File: src/rtl/alu_op_sequencer_pkg.sv
// -----------------------------------------------------------------------------
// alu_op_sequencer_pkg
// Shared definitions for the ALU operation sequencer:
//   - sequencer state encoding
//   - ALU Function code constants
//   - program entry layout {Function, Data}
// -----------------------------------------------------------------------------
package alu_op_sequencer_pkg;

    typedef enum logic [1:0] {
        ST_IDLE  = 2'd0,
        ST_CLEAR = 2'd1,
        ST_RUN   = 2'd2,
        ST_DONE  = 2'd3
    } seq_state_t;

    // ALU Function codes
    localparam logic [2:0] FN_ADD_FA  = 3'b000;
    localparam logic [2:0] FN_ADD     = 3'b001;
    localparam logic [2:0] FN_SEXT    = 3'b010;
    localparam logic [2:0] FN_OR_RED  = 3'b011;
    localparam logic [2:0] FN_AND_RED = 3'b100;
    localparam logic [2:0] FN_SHL     = 3'b101;
    localparam logic [2:0] FN_MUL     = 3'b110;
    localparam logic [2:0] FN_HOLD    = 3'b111;

    localparam int ENTRY_W = 7;

    typedef struct packed {
        logic [2:0] func;
        logic [3:0] data;
    } prog_entry_t;

endpackage

File: src/rtl/alu_op_sequencer_if.sv
// -----------------------------------------------------------------------------
// alu_op_sequencer_if
// Groups the sequencer's program-load / control inputs and ALU-side outputs.
//   master : drives Clear, Load, LoadFunction, LoadData, Start; observes the rest
//   slave  : the sequencer itself
// -----------------------------------------------------------------------------
interface alu_op_sequencer_if #(
    parameter int DEPTH = 8
);
    localparam int CW = $clog2(DEPTH) + 1;

    logic          Clear;
    logic          Load;
    logic [2:0]    LoadFunction;
    logic [3:0]    LoadData;
    logic          Start;
    logic [3:0]    Data;
    logic [2:0]    Function;
    logic          AluReset_b;
    logic          Busy;
    logic          Done;
    logic          Full;
    logic [CW-1:0] Count;

    modport master (
        output Clear, Load, LoadFunction, LoadData, Start,
        input  Data, Function, AluReset_b, Busy, Done, Full, Count
    );

    modport slave (
        input  Clear, Load, LoadFunction, LoadData, Start,
        output Data, Function, AluReset_b, Busy, Done, Full, Count
    );
endinterface

File: src/rtl/alu_op_sequencer_op_program_ram.sv
// -----------------------------------------------------------------------------
// op_program_ram
// DEPTH x 7-bit program store. Synchronous write, combinational read.
//   clk_i   : clock
//   we_i    : write enable
//   waddr_i : write address
//   wdata_i : {Function, Data} entry to write
//   raddr_i : read address
//   rdata_o : entry at raddr_i
// Contents are not reset; only entries below the stored count are ever read.
// -----------------------------------------------------------------------------
module op_program_ram
    import alu_op_sequencer_pkg::*;
#(
    parameter int DEPTH = 8,
    parameter int AW    = $clog2(DEPTH)
) (
    input  logic          clk_i,
    input  logic          we_i,
    input  logic [AW-1:0] waddr_i,
    input  prog_entry_t   wdata_i,
    input  logic [AW-1:0] raddr_i,
    output prog_entry_t   rdata_o
);

    prog_entry_t mem_q [DEPTH];

    // Program write port
    always_ff @(posedge clk_i) begin
        if (we_i) begin
            mem_q[waddr_i] <= wdata_i;
        end
    end

    assign rdata_o = mem_q[raddr_i];

endmodule

File: src/rtl/alu_op_sequencer.sv
// -----------------------------------------------------------------------------
// alu_op_sequencer
// Stores a short program of ALU operations and replays it into a registered
// 4-bit ALU: one ALU-clear cycle, then one {Function, Data} per clock, then a
// one-cycle Done pulse.
//   Clock, Reset_b : clock (rising edge) and asynchronous active-low reset
//   bus (slave)    : Clear/Load/LoadFunction/LoadData/Start in;
//                    Data/Function/AluReset_b (registered), Busy, Done,
//                    Full, Count out
// -----------------------------------------------------------------------------
module alu_op_sequencer
    import alu_op_sequencer_pkg::*;
#(
    parameter int         DEPTH         = 8,
    parameter logic [2:0] IDLE_FUNCTION = FN_HOLD
) (
    input  logic               Clock,
    input  logic               Reset_b,
    alu_op_sequencer_if.slave  bus
);

    localparam int            AW      = $clog2(DEPTH);
    localparam int            CW      = AW + 1;
    localparam logic [CW-1:0] DEPTH_C = CW'(DEPTH);
    localparam logic [CW-1:0] CNT_ONE = {{(CW-1){1'b0}}, 1'b1};
    localparam logic [AW-1:0] IDX_ONE = {{(AW-1){1'b0}}, 1'b1};

    seq_state_t    state_q, state_d;
    logic [CW-1:0] count_q, count_d;
    logic [AW-1:0] index_q, index_d;
    logic [3:0]    data_q, data_d;
    logic [2:0]    func_q, func_d;
    logic          alu_rst_b_q, alu_rst_b_d;
    logic          busy_q, busy_d;
    logic          done_q, done_d;
    logic          we_s;
    logic          full_s;
    logic          last_s;
    prog_entry_t   rd_entry_s;

    assign full_s = (count_q == DEPTH_C);
    assign last_s = ({1'b0, index_q} == (count_q - CNT_ONE));

    // Program store; read address follows next index so outputs register in step
    op_program_ram #(
        .DEPTH (DEPTH),
        .AW    (AW)
    ) u_ram (
        .clk_i   (Clock),
        .we_i    (we_s),
        .waddr_i (count_q[AW-1:0]),
        .wdata_i ({bus.LoadFunction, bus.LoadData}),
        .raddr_i (index_d),
        .rdata_o (rd_entry_s)
    );

    // State, program count and run index next-state logic
    always_comb begin
        state_d = state_q;
        count_d = count_q;
        index_d = index_q;
        we_s    = 1'b0;
        case (state_q)
            ST_IDLE: begin
                if (bus.Clear) begin
                    count_d = '0;
                end else if (bus.Start) begin
                    // Start always swallows a same-cycle Load, even if empty
                    if (count_q != '0) begin
                        state_d = ST_CLEAR;
                    end else begin
                        state_d = ST_IDLE;
                    end
                end else if (bus.Load && !full_s) begin
                    we_s    = 1'b1;
                    count_d = count_q + CNT_ONE;
                end else begin
                    count_d = count_q;
                end
            end
            ST_CLEAR: begin
                index_d = '0;
                if (bus.Clear) begin
                    state_d = ST_IDLE;
                end else begin
                    state_d = ST_RUN;
                end
            end
            ST_RUN: begin
                if (bus.Clear) begin
                    state_d = ST_IDLE;
                end else if (last_s) begin
                    state_d = ST_DONE;
                end else begin
                    index_d = index_q + IDX_ONE;
                end
            end
            ST_DONE: begin
                state_d = ST_IDLE;
            end
            default: begin
                state_d = ST_IDLE;
            end
        endcase
    end

    // Output values for the cycle about to start, decoded from the next state
    always_comb begin
        data_d      = 4'd0;
        func_d      = IDLE_FUNCTION;
        alu_rst_b_d = 1'b1;
        busy_d      = 1'b0;
        done_d      = 1'b0;
        case (state_d)
            ST_IDLE: begin
                busy_d = 1'b0;
            end
            ST_CLEAR: begin
                alu_rst_b_d = 1'b0;
                busy_d      = 1'b1;
            end
            ST_RUN: begin
                data_d = rd_entry_s.data;
                func_d = rd_entry_s.func;
                busy_d = 1'b1;
            end
            ST_DONE: begin
                done_d = 1'b1;
            end
            default: begin
                busy_d = 1'b0;
            end
        endcase
    end

    // State and output registers
    always_ff @(posedge Clock or negedge Reset_b) begin
        if (!Reset_b) begin
            state_q     <= ST_IDLE;
            count_q     <= '0;
            index_q     <= '0;
            data_q      <= 4'd0;
            func_q      <= IDLE_FUNCTION;
            alu_rst_b_q <= 1'b1;
            busy_q      <= 1'b0;
            done_q      <= 1'b0;
        end else begin
            state_q     <= state_d;
            count_q     <= count_d;
            index_q     <= index_d;
            data_q      <= data_d;
            func_q      <= func_d;
            alu_rst_b_q <= alu_rst_b_d;
            busy_q      <= busy_d;
            done_q      <= done_d;
        end
    end

    assign bus.Data       = data_q;
    assign bus.Function   = func_q;
    assign bus.AluReset_b = alu_rst_b_q;
    assign bus.Busy       = busy_q;
    assign bus.Done       = done_q;
    assign bus.Full       = full_s;
    assign bus.Count      = count_q;

endmodule

File: src/flat_wrapper.sv
// flat-port wrapper written by rule: the top's interface ports become plain ports
module alu_op_sequencer_flat import alu_op_sequencer_pkg::*;
#(
    parameter int         DEPTH         = 8,
    parameter logic [2:0] IDLE_FUNCTION = FN_HOLD
)
  (Clock, Reset_b, bus_Clear, bus_Load, bus_LoadFunction, bus_LoadData, bus_Start, bus_Data, bus_Function, bus_AluReset_b, bus_Busy, bus_Done, bus_Full, bus_Count);
  alu_op_sequencer_if #(.DEPTH(DEPTH)) bus_i ();
  input  logic Clock;
  input  logic Reset_b;
  input wire logic [$bits(bus_i.Clear)-1:0] bus_Clear;
  input wire logic [$bits(bus_i.Load)-1:0] bus_Load;
  input wire logic [$bits(bus_i.LoadFunction)-1:0] bus_LoadFunction;
  input wire logic [$bits(bus_i.LoadData)-1:0] bus_LoadData;
  input wire logic [$bits(bus_i.Start)-1:0] bus_Start;
  output wire logic [$bits(bus_i.Data)-1:0] bus_Data;
  output wire logic [$bits(bus_i.Function)-1:0] bus_Function;
  output wire logic [$bits(bus_i.AluReset_b)-1:0] bus_AluReset_b;
  output wire logic [$bits(bus_i.Busy)-1:0] bus_Busy;
  output wire logic [$bits(bus_i.Done)-1:0] bus_Done;
  output wire logic [$bits(bus_i.Full)-1:0] bus_Full;
  output wire logic [$bits(bus_i.Count)-1:0] bus_Count;
  assign bus_i.Clear = bus_Clear;
  assign bus_i.Load = bus_Load;
  assign bus_i.LoadFunction = bus_LoadFunction;
  assign bus_i.LoadData = bus_LoadData;
  assign bus_i.Start = bus_Start;
  assign bus_Data = bus_i.Data;
  assign bus_Function = bus_i.Function;
  assign bus_AluReset_b = bus_i.AluReset_b;
  assign bus_Busy = bus_i.Busy;
  assign bus_Done = bus_i.Done;
  assign bus_Full = bus_i.Full;
  assign bus_Count = bus_i.Count;
  alu_op_sequencer #(.DEPTH(DEPTH), .IDLE_FUNCTION(IDLE_FUNCTION)) u_core (.Clock(Clock), .Reset_b(Reset_b), .bus(bus_i));
endmodule
File: config.mk
export PLATFORM = sky130hd
export DESIGN_NAME = alu_op_sequencer_flat
export DESIGN_NICKNAME = d
export VERILOG_FILES = /design/src/rtl/alu_op_sequencer_pkg.sv /design/src/rtl/alu_op_sequencer_if.sv /design/src/rtl/alu_op_sequencer_op_program_ram.sv /design/src/rtl/alu_op_sequencer.sv /design/src/flat_wrapper.sv
export SDC_FILE = /design/constraint.sdc
export NUM_CORES = 1
export LEC_CHECK = 0
export ABC_AREA = 1
export CAP_MARGIN = 25
export CORE_ASPECT_RATIO = 1.75
export CORE_MARGIN = 8
export CORE_UTILIZATION = 50
export CTS_CLUSTER_DIAMETER = 30
export CTS_CLUSTER_SIZE = 28
export DETAILED_ROUTE_END_ITERATION = 10
export PLACE_DENSITY = 0.76
export SYNTH_ARGS = -nofsm -noshare
export SYNTH_HDL_FRONTEND = slang
export SYNTH_SLANG_ARGS = --single-unit
File: constraint.sdc
create_clock -name Clock -period 3 [get_ports Clock]
set_clock_uncertainty 0.15 [all_clocks]
set_input_delay 0.45 -clock Clock [delete_from_list [all_inputs] [get_ports Clock]]
set_output_delay 0.45 -clock Clock [all_outputs]
set_load 0.02 [all_outputs]
==> impl_metrics.yaml, run 1 <==
final_layout:
  n_antenna_cell: 0
  num-fill-cells: 532
  seqCellArea_um2: 2162
  area_growth_pct: 19.98
  drive_above_1_share: 0.1326
  nNetsFinal: 394
  multi_input_area_um2: 1075
place:
  gp_congestion: 0.8724
  dpl_worst_slack_ns: 0.3522
  io_buffers: 26
  dp_hpwl_mm: 5.137
routing:
  routedWlPerCell_um: 16.47
  vias: 2481
  wirelength_mm: 7.592
  drtAntennaViolNets: 0
  route.detailed.drc: 0
  viasPerCell: 5.382
  drt_iter0_drc: 218
  dr.pass1.iters: 4
yosys:
  syn_area_um2: 3507
  ys.flop_type: "edfxtp_1"
  synth_commonest_cells: "nand2_1, edfxtp_1, inv_1"
  synth_nets: 359
  post-synth-top-count-cell: "nand2_1"
  yosys.area.top_type: "edfxtp_1"
  synthArstFlopShare: 0.2533
  syn_area_per_cell_um2: 10.41
  synth_warnings: 0
  synth_top_area_frac: 0.4795
  yosysUniqueCellTypes: 31
  synth_edf_count: 56
  netlist_instances: 337
  synthTopCellsByArea: "edfxtp_1, dfrtp_1, nand2_1"
  ys_seq_area_frac: 0.6165
  ys_ff_latch: 75
die:
  rows: 40
  dieArea_um2: 10060
  ios: 27
  die_w_um: 79.31
  start_util: 0.5115
  die_y_um: 126.8
  coreArea_um2: 6857
flow_run:
  drv_cap: 0
pwr:
  p_switching_mw: 1.444
  pwr-share-clk: 0.294
  powerDensity_nw_per_um2: 918.2
  p_sw_frac: 0.3738
  p_seq_frac: 0.325
  comb_power_share: 0.381
  p_int_mw: 2.420
  vdd_drop_max_mv: 0.4253
  leakagePower_nw: 1.812
cts:
  cts_tree: "yes"
  clock_latency_ns: 0.33
  h-tree-depth: 3
  post_cts_buffers: 0
  numClockSinks: 75
  cts_buffers: 9
  cts-root-buf: "clkbuf_16"
  path_clk_slew_ns: 0.06
  hold_buffers: 0
  ctsLongestPathBuffers: 2
  cts_resized: 0
grt:
  grt_pass1_vias: 2583
  grt_first_pass_wirelength_mm: 12.23
  antenna_found_initial: 0
  grt_max_degree: 34
  grt_usage: 0.1614
  grt-ovfl-total: 0
critical_path:
  critPathRequiredTime_ns: 3.10
  critPathMaxStageDelay_ns: 0.42
  critPathTopFamily: "simple AND/OR/NAND/NOR gates"
  cp_max_fo: 33
  cp_slowest_cell: "dfrtp_1"
  worstSetupStartpointType: "flip-flop"
  crit_chain: "inv_2, ha_1, nor2_1, nor2_1, nand2_1, nor2_2, nand2_4, nand2_4, nand2_4, nand3_4, nand2_1, nand3_1, nand3_1, nand2_1, nor2_1"
  worstPathArrival_ns: 2.80
  startpoint: "u_core.bus.Count[0]"
  rr_startpoint: "u_core.bus.Count[0]"
  setup.worst_path.end_class: "flip-flop"
  path_class: "flip-flop to flip-flop"
  crit_buf_inv: 1
timing:
  rsz0062_at_grt: "no"
  maxSlewHeadroom: 0.4072
  fin_tns_setup_ns: 0
  finalWorstSetupSlack_ns: 0.3071
  fmax_mhz: 371.3
  fin_crit_ns: 2.693
  drv_slew: 0
  worstMarginPinSlew_ns: 0.8864
  final-hold-violation-count: 0
  setup_violations: 0
  fin_crit_sh: 0.8976
  hold_ws_ns: 0.4347
hold_path:
  holdCritPathClass: "flip-flop to flip-flop"
  hp-start: "u_core.bus.Count[3]"
run_status:
  status: "complete, no violations"
-- sequential cells by signal, summed over array words and instances, names as in the netlist --
register	count
u_core.bus.Busy	1
u_core.bus.Done	1
u_core.bus.Count	4
u_core.bus.Function	3
u_core.state_q	2
u_core.index_q	3
u_core.bus.Data	4
u_core.bus.AluReset_b	1
u_core.u_ram.mem_q	56
-- power by group through the flow --
stage | Combinational (mW) | Sequential (mW) | Clock, mW
2_1_floorplan | 1.11 | 1.32 | 0
3_3_place_gp | 1.40 | 1.28 | 0
3_5_place_dp | 1.45 | 1.28 | 0
4_1_cts | 1.47 | 1.26 | 1.15
5_1_grt | 1.65 | 1.26 | 1.20
6_report | 1.47 | 1.26 | 1.14
-- layout by cell type, fill, tap and decap left out, drive strengths merged --
cell type / Yosys / final
ha: 10 / 10
nor3: 6 / 6
clkdlybuf4s50: 0 / 26
xnor2: 1 / 1
nand3: 44 / 44
buf: 9 / 9
a21oi: 2 / 2
dfrtp: 15 / 15
o22ai: 1 / 1
o21bai: 2 / 2
nand4: 21 / 21
clkbuf: 2 / 12
bufinv: 0 / 1
clkinv: 0 / 2
edfxtp: 56 / 56
o2111ai: 1 / 1
nor2: 31 / 31
nand2: 69 / 69
dfstp: 4 / 4
o21a: 1 / 1
inv: 55 / 56
o21ai: 4 / 4
nor4: 1 / 1
a32oi: 1 / 1
o221ai: 1 / 1
-- area by class of cell --
cell class / count / area share
clock buffer: 12 / 0.06601
clock inverter: 4 / 0.01279
tap: 84 / 0.02498
sequential: 75 / 0.5138
inverter: 55 / 0.04906
multi-input combinational: 196 / 0.2554
timing repair buffer: 35 / 0.07791
-- cells by family after synthesis --
kind of cell | Yosys count | synth area share
DFF | 75 | 0.6165
xor gates and xnor gates | 1 | 0.002498
and+or+nand+nor | 172 | 0.2440
AOI/OAI and AO/OA | 13 | 0.02426
buffers and inverters | 66 | 0.07706
adders and majority gates | 10 | 0.03568
-- tightest hold or removal path, cell delays in order (launching register included) --
cell and delay [ns]:
dfrtp_1 0.41, o221ai_1 0.09, nand2_1 0.05
-- metrics by stage --
step	power, mW	utilization	cells	area, um2
finish	3.864	0.6137	461	4208
global route	4.112	0.6137	461	4208
CTS	3.877	0.6137	461	4208
detailed placement	2.722	0.5653	445	3876
global placement	2.679	0.5653	445	3876
floorplan	2.424	-	337	3507
-- per-layer routing --
metal	GRT usage	wire length, um	share of wire
met1	0.1544	2755	0.36
met2	0.2878	4201	0.55
met3	0.03960	361	0.048
met4	0.1142	274	0.036
met5	0	0	0
-- final timing paths --
path / depth (start not counted) / to / slack (ns)
setup / recovery: 15 / u_core.bus.Data[2] / 0.31
hold / removal: 2 / u_core.bus.Count[3] / 0.43
setup reg to reg: 15 / u_core.bus.Data[2] / 0.31
hold reg to reg: 2 / u_core.bus.Count[3] / 0.43
max in group asynchronous: 1 / u_core.index_q[0] / 1.68
min in group asynchronous: 1 / u_core.bus.Count[2] / 0.48
No activity file was read; power rests on OpenSTA's default activity.
==> inputs of run 2 (changes only) <==
--- a/config.mk
+++ b/config.mk
@@ -13,7 +13,7 @@
 export CTS_CLUSTER_DIAMETER = 30
 export CTS_CLUSTER_SIZE = 28
 export DETAILED_ROUTE_END_ITERATION = 10
-export PLACE_DENSITY = 0.76
+export PLACE_DENSITY = 0.79
 export SYNTH_ARGS = -nofsm -noshare
 export SYNTH_HDL_FRONTEND = slang
 export SYNTH_SLANG_ARGS = --single-unit
==> constraint.sdc (replaced) <==
create_clock -name Clock -period 2.16 [get_ports Clock]
set_clock_uncertainty 0.15 [all_clocks]
set_input_delay 0.324 -clock Clock [delete_from_list [all_inputs] [get_ports Clock]]
set_output_delay 0.324 -clock Clock [all_outputs]
set_load 0.02 [all_outputs]
==> run 2 against run 1 <==
Effect of this change: first-iteration DRC count is 52% higher; the run now ends with setup timing left; sequential power is 39% higher; critical endpoint is now u_core.bus.Data[3]; hold slack worse by 0.26 ns; die area did not move; final area increased by 11%; sequential share of layout area shrank 5.1 points.
==> impl_metrics.yaml, run 2 (synthesized netlist as in run 1, its figures left out) <==
die:
  die_y_um: 126.8
  start_util: 0.5115
  dieArea_um2: 10060
  die_w_um: 79.31
  rows: 40
  coreArea_um2: 6857
  ios: 27
critical_path:
  setup.worst_path.end_class: "flip-flop"
  crit_buf_inv: 4
  rr_startpoint: "u_core.bus.Count[0]"
  cp_slowest_cell: "dfrtp_2"
  worstSetupStartpointType: "flip-flop"
  crit_chain: "inv_4, ha_4, nand2_1, inv_1, nor2_1, nand2_1, nor2_2, nand2_4, nand2_4, inv_2, nand2_2, nand3_4, buf_12, nand2_1, nor2_1, nor2_1, nor2_1"
  critPathRequiredTime_ns: 2.24
  startpoint: "u_core.bus.Count[0]"
  critPathTopFamily: "simple AND/OR/NAND/NOR gates"
  path_class: "flip-flop to flip-flop"
  cp_max_fo: 7
  crit_path_frequent_cell: "nor2_1"
  rr_worst_depth: 17
  cp.depth: 17
  worstPathArrival_ns: 2.36
  critPathMaxStageDelay_ns: 0.42
  crit_end: "u_core.bus.Data[3]"
  rr_endpoint: "u_core.bus.Data[3]"
  ff2ff_setup_slack_ns: -0.12
timing:
  fin_crit_ns: 2.280
  finalWorstSetupSlack_ns: -0.1198
  rsz0062_at_grt: "yes"
  setup_violations: 7
  worstMarginPinSlew_ns: 0.3925
  fmax_mhz: 438.6
  maxSlewHeadroom: 0.7356
  hold_ws_ns: 0.1756
  final-hold-violation-count: 0
  drv_slew: 0
  fin_crit_sh: 1.055
final_layout:
  regMostFlops: "u_core.u_ram.mem_q"
  final_cell_area_um2: 4676
  drive_above_1_share: 0.2325
  num-fill-cells: 442
  mostFrequentLayoutCell: "nand2_1"
  largest_reg_flops: 56
  final_cell_mix: "nand2_1, edfxtp_1, inv_1"
  nNetsFinal: 417
  n_antenna_cell: 0
  area_growth_pct: 33.32
routing:
  drt_iter0_drc: 331
  viasPerCell: 5.781
  vias: 2798
  route.detailed.drc: 0
  drtAntennaViolNets: 0
  wirelength_mm: 9.009
  dr.pass1.iters: 5
  routedWlPerCell_um: 18.61
run_status:
  violations: "setup timing"
  status: "finished with violations"
pwr:
  powerDensity_nw_per_um2: 1452
  leakagePower_nw: 1.999
  vdd_drop_max_mv: 1.004
cts:
  clock_latency_ns: 0.34
  numClockSinks: 75
  cts_tree: "yes"
  cts-root-buf: "clkbuf_16"
  h-tree-depth: 3
  hold_buffers: 0
  cts_buffers: 9
  ctsLongestPathBuffers: 2
  path_clk_slew_ns: 0.06
grt:
  grt_usage: 0.1800
  grt_first_pass_wirelength_mm: 13.66
  use_met2: 0.3063
  busiest_layer: "met2"
  grt_max_degree: 21
  antenna_found_initial: 0
  met3_usage: 0.05799
  grt_pass1_vias: 2812
  gr-usage-met1: 0.1771
  grt-ovfl-total: 0
place:
  post_dp_cell_area_um2: 4114
  dp_hpwl_mm: 5.434
  dpl_worst_slack_ns: -0.08240
  io_buffers: 26
  gp_congestion: 0.8953
flow_run:
  drv_cap: 0
hold_path:
  holdCritPathClass: "input pin to asynchronous set/reset pin"
run 2: cell types whose count changed in the layout (fill, tap and decap cells not counted), sizes merged:
cell,previous run,this run
buf,9,30
bufinv,1,6
clkinv,2,0
clkbuf,12,11
clkdlybuf4s50,26,25
clkinvlp,0,1
dlygate4sd2,0,1
inv,56,55
run 2: layout make-up:
class                           instances  area (um2)  area share
Tap cell                               84       105.1     0.02248
Sequential cell                        75        2165      0.4629
Clock inverter                          7       187.7     0.04014
Timing Repair Buffer                   58       599.3      0.1282
Clock buffer                            9       225.2     0.04817
Inverter                               55       216.5     0.04629
Multi-Input combinational cell        196        1177      0.2518
run 2: worst min-delay path by stage:
stage                                    from                  end  depth (start not counted)  slack (ns)
after floorplan                       Reset_b      u_core.bus.Busy                          0       -0.12
after global placement    u_core.bus.Count[3]  u_core.bus.Count[3]                          2        0.41
after detailed placement  u_core.bus.Count[3]  u_core.bus.Count[3]                          2        0.42
after CTS                             Reset_b    u_core.index_q[1]                          2        0.18
after global routing                  Reset_b    u_core.index_q[2]                          2        0.21
final                                 Reset_b    u_core.index_q[1]                          2        0.18
run 2: what timing repair did:
action / in CTS / in global routing
gates resized for setup: 7 / 18
pin swaps: 0 / 3
endpoints found under the setup margin: 6 / 67
buffers inserted: 0 / 1
cloned: 0 / 2
run 2: routing by layer:
layer,part of all wire,wire [um],up-vias
met5,0,0,-
met4,0.048,433,0
met3,0.068,615,33
met2,0.54,4825,153
met1,0.35,3135,1360
li1,-,-,1252
run 2: worst register-to-register path, cell delays in order (launching register included):
cell	delay (ns)
dfrtp_2	0.42
inv_4	0.07
ha_4	0.20
nand2_1	0.06
inv_1	0.04
nor2_1	0.09
nand2_1	0.08
nor2_2	0.15
nand2_4	0.10
nand2_4	0.11
inv_2	0.07
nand2_2	0.09
nand3_4	0.11
buf_12	0.17
nand2_1	0.06
nor2_1	0.04
nor2_1	0.11
nor2_1	0.06
run 2: stage by stage:
stage	TNS [ns]	std cells	util	power, mW
after floorplan	0	337	-	3.415
after global placement	-0.2985	465	0.6000	4.218
after detailed placement	-0.4810	465	0.6000	4.304
after CTS	-0.06198	481	0.6637	6.413
after global routing	-7.032	484	0.6819	7.069
final	-0.6990	484	0.6819	6.787
run 2: power breakdown:
part	total, mW	switching [mW]	internal, mW
combinational	2.99	1.75	1.24
sequential	1.75	0.0698	1.68
clock	2.05	0.570	1.48
total	6.79	2.39	4.40
